**src/rtl/rom_pkg.sv**
```systemverilog
// Shared definitions for the boot ROM slave: RISC-V encodings used by the
// built-in boot stub, the stub word builder, and error-cause codes.
package rom_pkg;

    localparam logic [6:0] RV_OPC_LUI  = 7'h37;
    localparam logic [6:0] RV_OPC_JALR = 7'h67;
    localparam logic [4:0] REG_X2      = 5'd2;

    typedef enum logic [1:0] {
        ERR_NONE     = 2'd0,
        ERR_WRITE    = 2'd1,
        ERR_MISALIGN = 2'd2,
        ERR_RANGE    = 2'd3
    } err_cause_e;

    // Word 0: lui x2, target[31:12]; word 1: jalr x0, 0(x2).
    function automatic logic [31:0] stub_word(input logic [19:0] target_hi, input logic second);
        if (second) begin
            return {12'h000, REG_X2, 3'b000, 5'd0, RV_OPC_JALR};
        end
        return {target_hi, REG_X2, RV_OPC_LUI};
    endfunction

endpackage

```
**src/rtl/rom_bus.sv**
```systemverilog
// Bus-attached read-only boot memory with 1- or 2-cycle read latency.
// Define ROM_BOOT_STUB_EN to replace the image with a jump stub.
module rom_bus
    import rom_pkg::*;
#(
    parameter int unsigned DEPTH_BYTES = 512,
    parameter bit          OUT_REG     = 1'b0,
    parameter string       INIT_FILE   = "rom.mem",
    parameter logic [31:0] STUB_TARGET = 32'h0000_2000
) (
    input  logic        clk_i,
    input  logic        rst_i,
    input  logic        req_i,
    input  logic        we_i,
    input  logic [31:0] addr_i,
    output logic        gnt_o,
    output logic        rvalid_o,
    output logic [31:0] rdata_o,
    output logic        err_o
);

    localparam int ADDR_W = $clog2(DEPTH_BYTES);

    logic [7:0] mem [DEPTH_BYTES];

`ifdef ROM_BOOT_STUB_EN
    localparam logic [63:0] STUB_IMG = {stub_word(STUB_TARGET[31:12], 1'b1),
                                        stub_word(STUB_TARGET[31:12], 1'b0)};

    initial begin
        for (int i = 0; i < int'(DEPTH_BYTES); i++) begin
            mem[ADDR_W'(i)] = 8'h00;
        end
        for (int k = 0; k < 8; k++) begin
            mem[ADDR_W'(k)] = STUB_IMG[8*k +: 8];
        end
    end
`endif

    assign gnt_o = 1'b1;

    err_cause_e cause;

    always_comb begin
        cause = ERR_NONE;
        if (we_i) begin
            cause = ERR_WRITE;
        end else if (addr_i[1:0] != 2'b00) begin
            cause = ERR_MISALIGN;
        end else if (addr_i >= 32'(DEPTH_BYTES)) begin
            cause = ERR_RANGE;
        end
    end

    // Out-of-range addresses alias here, but their data is masked to zero.
    logic [31:0] rd_word;

    for (genvar gi = 0; gi < 4; gi++) begin : g_byte_lane
        assign rd_word[8*gi +: 8] = mem[{addr_i[ADDR_W-1:2], 2'(gi)}];
    end

    logic        s1_valid_reg;
    logic        s1_err_reg;
    logic [31:0] s1_data_reg;

    always_ff @(posedge clk_i or posedge rst_i) begin
        if (rst_i) begin
            s1_valid_reg <= 1'b0;
            s1_err_reg   <= 1'b0;
            s1_data_reg  <= '0;
        end else begin
            s1_valid_reg <= req_i;
            s1_err_reg   <= req_i && (cause != ERR_NONE);
            if (req_i) begin
                s1_data_reg <= (cause == ERR_NONE) ? rd_word : 32'h0;
            end
        end
    end

    if (OUT_REG) begin : g_out_reg
        logic        s2_valid_reg;
        logic        s2_err_reg;
        logic [31:0] s2_data_reg;

        always_ff @(posedge clk_i or posedge rst_i) begin
            if (rst_i) begin
                s2_valid_reg <= 1'b0;
                s2_err_reg   <= 1'b0;
                s2_data_reg  <= '0;
            end else begin
                s2_valid_reg <= s1_valid_reg;
                s2_err_reg   <= s1_err_reg;
                if (s1_valid_reg) begin
                    s2_data_reg <= s1_data_reg;
                end
            end
        end

        assign rvalid_o = s2_valid_reg;
        assign err_o    = s2_err_reg;
        assign rdata_o  = s2_data_reg;
    end else begin : g_no_out_reg
        assign rvalid_o = s1_valid_reg;
        assign err_o    = s1_err_reg;
        assign rdata_o  = s1_data_reg;
    end

endmodule

```
**config.mk**
```make
export PLATFORM = sky130hd
export DESIGN_NAME = rom_bus
export DESIGN_NICKNAME = d
export VERILOG_FILES = /design/src/rtl/rom_pkg.sv /design/src/rtl/rom_bus.sv
export SDC_FILE = /design/constraint.sdc
export NUM_CORES = 1
export LEC_CHECK = 0
export ABC_AREA = 0
export BUFFER_PORTS_ARGS = -buffer_cell sky130_fd_sc_hd__buf_2
export CAP_MARGIN = 0
export CORE_MARGIN = 2
export CORE_UTILIZATION = 28
export CTS_CLUSTER_SIZE = 16
export DETAILED_ROUTE_END_ITERATION = 10
export PLACE_DENSITY = 0.91
export SLEW_MARGIN = 25
export SYNTH_ARGS = -nofsm -noshare
export SYNTH_HDL_FRONTEND = slang
export SYNTH_SLANG_ARGS = --single-unit
```
**constraint.sdc**
```tcl
create_clock -name clk_i -period 1.1 [get_ports clk_i]
set_clock_uncertainty 0.05 [all_clocks]
set_input_delay 0.22 -clock clk_i [delete_from_list [all_inputs] [get_ports clk_i]]
set_output_delay 0.22 -clock clk_i [all_outputs]
set_load 0.005 [all_outputs]
```
; ---- After elaboration in Yosys (flattened, before gate mapping)
; Cells that the tools add are included.
[op_classes]
add_sub_neg = 0
multipliers = 0
n_div = 0
magnitude_cmp = 1
eq_ne = 0
shifts = 0
muxes = 4
bitwise_logic = 0
n_reduce_logical = 4
[op_table]
columns = operator, n
row1 = >= comparator 32 x 10 -> 1 bit (second input constant), 1
row2 = 2-to-1 mux 32 bit, 1
row3 = 2-to-1 mux 2 bit, 3
row4 = nonzero test 2 bit, 2
row5 = zero test 2 bit, 1
row6 = logical AND 1 bit, 1
[word_totals]
reg_bits = 34
latch_bits = 0
ram_bits = 0
rom_bits = 0
inputBits = 36
elab_cells = 12
n_memories = 0

; ---- Logic depth before layout (Yosys ltp)
[depth]
ltp_word = 6
ltp_mapped = 3
mapped_depth_nobuf = 3

; ---- Least setup slack after synthesis
; OpenSTA, ideal clock, no wires.
[synth_timing]
kind = input to register
startpoint = input port addr_i[23]
endpoint = register s1_err_reg (netlist: err_o)
setup_ps = 124
arrival_ps = 851
slack_ps = 75
path_stages = 3
path_buffers = 0
cell_sequence = nor4_2 -> nand4_1 -> o31a_1
[synth_between]
elab_chain_len = 6
[synth_rtl]
columns = item, line_no
row1 = "start, declared", rom_bus.sv:15  ; input logic [31:0] addr_i,
row2 = >= comparator 32 x 10 -> 1 bit, rom_bus.sv:50  ; end else if (addr_i >= 32'(DEPTH_BYTES)) begin
row3 = 2-to-1 mux 2 bit, rom_bus.sv:50
row4 = 2-to-1 mux 2 bit, rom_bus.sv:48  ; end else if (addr_i[1:0] != 2'b00) begin
row5 = 2-to-1 mux 2 bit, rom_bus.sv:46  ; if (we_i) begin
row6 = nonzero test 2 bit, rom_bus.sv:73  ; s1_err_reg <= req_i && (cause != ERR_NONE);
row7 = logical AND 1 bit, rom_bus.sv:73
row8 = "end signal, assigned", rom_bus.sv:73
row9 = "end, declared", rom_bus.sv:63  ; logic s1_err_reg;
; Every way passes these cells.
; A chain may end at the register's enable or synchronous reset.

; ---- Final worst setup path
[layout_timing]
startpoint = input port addr_i[9]
endpoint = register s1_err_reg (netlist: err_o)
; The elaborated chain is that of the path after synthesis.

==> impl_metrics.tcl <==
set metrics [dict create \
    status "complete, no violations" \
    rows 13 \
    num_io_pins 71 \
    fin_area_um2 514 \
    finalSetupViolCount 0 \
    viasPerCell 3.72 \
    top_layer "met4" \
    placed_cells 101 \
    first_pass_iters 4 \
    synth_seq_cells 2 \
    synth_top_flop_cell "dfrtp_1" \
    power.density_mw_per_mm2 687 \
    cts_tree "done" \
    fmax_mhz 1030 \
    gr-total-overflow 0 \
    setup_ws_ns 0.126 \
    wl_met1_um 240 \
    cts_buffers 3 \
    rsz0062_at_grt "no" \
    yosys-top-cells-area "buf_4 61%, dfrtp_1 12%, nor4_2 9.2%" \
    syn2layout_area_growth_pct 25.7 \
    core_area_mm2 0.00133 \
    synth-seq-area-share_pct 12.2 \
    fin_crit_sh_pct 88.5 \
    crit_required_ns 1.15 \
    yosysTopAreaCellShare_pct 60.6 \
    p_leak_nw 0.316 \
    hold_viol 0 \
    synth_area_leader_cell "buf_4" \
    start_util_pct 30.7 \
    grt_start_max_net_pins 3 \
    ys.warnings.count 0 \
    wl_um 1020 \
    drc 0 \
    drive_gt1_share_pct 47.8 \
    crit_path_max_incr_delay_ns 0.32 \
    syn_avg_cell_area_um2 8.02 \
    place.gp.congestion 0.575 \
    cp_max_fo 2 \
    synthTopCellsByCount "33 x buf_4, 4 x nor4_1, 3 x nor4_2" \
    cp-start-kind "input pin" \
    min_period_ns 0.974 \
    worst-setup-path-type "input pin to register" \
    die_w_um 42.2 \
    io_buffers 37 \
    cts_buffer_depth 2 \
    ir_worst_vdd_v 0.000202 \
    drt-initial-drc-count 6 \
    routedWlPerCell_um 9.69 \
    placed_area_um2 482 \
    final_nets 128 \
    insertedDiodeCount 0 \
    post_cts_resized 0 \
    worst_hold_path_type "input pin to register" \
    track_usage_pct 10.2 \
    postCtsSetupBuffers 0 \
    fin_setup_tns_ns 0 \
    pre_cts_ws_ns -0.113 \
    postCtsHoldBufs 1 \
    yosysMostFrequentCell "buf_4" \
    synth_area_um2 409 \
    num_vias 391 \
    clkTransAtPathRegs_ns 0.03 \
    grt_first_pass_wirelength_um 1340 \
    critPathCaptureType "register" \
    drv_cap 0 \
    grt_pass1_vias 353 \
    cp_cell_sequence "buf_2 > nor4_1 > nand3_1 > o31a_1" \
    wl_met3_um 200 \
    synth_edf_count 0 \
    synth_cell_types 11 \
    slew_viol_final 0 \
    htree_levels 1 \
    dieArea_mm2 0.00178 \
    syn_inst 51 \
    layout.cells.non_filler 105 \
    wl_met2_um 559 \
    fin_hold_ws_ns 0.0713 \
    whs_path_depth 1 \
    antenna_found_initial 0 \
    cts_sinks 2 \
    crit_slowest_cell "nor4_1" \
    cts_root_buf "clkbuf_4" \
    die_h_um 42.2 \
    crit_arrival_ns 1.03 \
    drtAntennaViolNets 0 \
    async_flop_share_pct 100 \
    dp_hpwl_um 901 \
]
## state kept, by name (all words and copies together) (netlist names)
name      cells
rvalid_o      1
err_o         1
## critical path: cells and delay by family
family,cells,cell delay (ns)
AND/OR/NAND/NOR,2,0.45
AO/OA/AOI/OAI,1,0.25
buffers and inverters,1,0.10
## report_power, final
group	switching, W	internal, W
sequential	0.00000114	0.0000779
clock	0.0000411	0.000120
combinational	0.0000577	0.0000553
## metrics by stage
step                      power [W]  utilization [%]
after floorplan            0.000201                -
after global placement     0.000184             36.1
after detailed placement   0.000187             36.1
after CTS                  0.000362             38.6
after global routing       0.000383             38.6
final                      0.000353             38.6
## routing by layer
layer / vias up / GRT usage [%]
met5: - / 0
met4: 0 / 9.38
met3: 2 / 3.88
met2: 41 / 19.7
met1: 165 / 7.16
li1: 183 / -
## cell type report
| class | instances | area (µm²) |
|---|---|---|
| inverters | 1 | 3.75 |
| well taps | 15 | 18.8 |
| fillers | 141 | 820 |
| repair buffers | 38 | 195 |
| flip-flops and latches | 2 | 50.0 |
| multi-input cells | 46 | 224 |
| clock buffers | 3 | 22.5 |
## cell usage in the layout, fill, tap and decap left out, drive strengths merged
master / n
nor2: 2
buf: 37
and4b: 1
dfrtp: 2
nand4: 1
clkbuf: 3
nand3: 1
nor4: 7
conb: 33
dlygate4sd3: 1
o31a: 1
inv: 1
## final timing paths
| path | slack [ns] | endpoint | startpoint |
|---|---|---|---|
| max in group asynchronous | 0.53 | rvalid_o | rst_i |
| max | 0.13 | err_o | addr_i[9] |
| min | 0.07 | rvalid_o | req_i |
| min in group asynchronous | 0.35 | err_o | rst_i |
## cells by family (layout without fill, tap and decap cells)
kind of cell | Yosys count | count (layout) | synth area share (%)
buf+inv | 34 | 42 | 61.5
flops | 2 | 2 | 12.2
compound gates | 1 | 1 | 2.14
simple gates | 12 | 12 | 22.3
other cells | 2 | 33 | 1.84
Note: power is estimated with default switching activity, not from simulation.
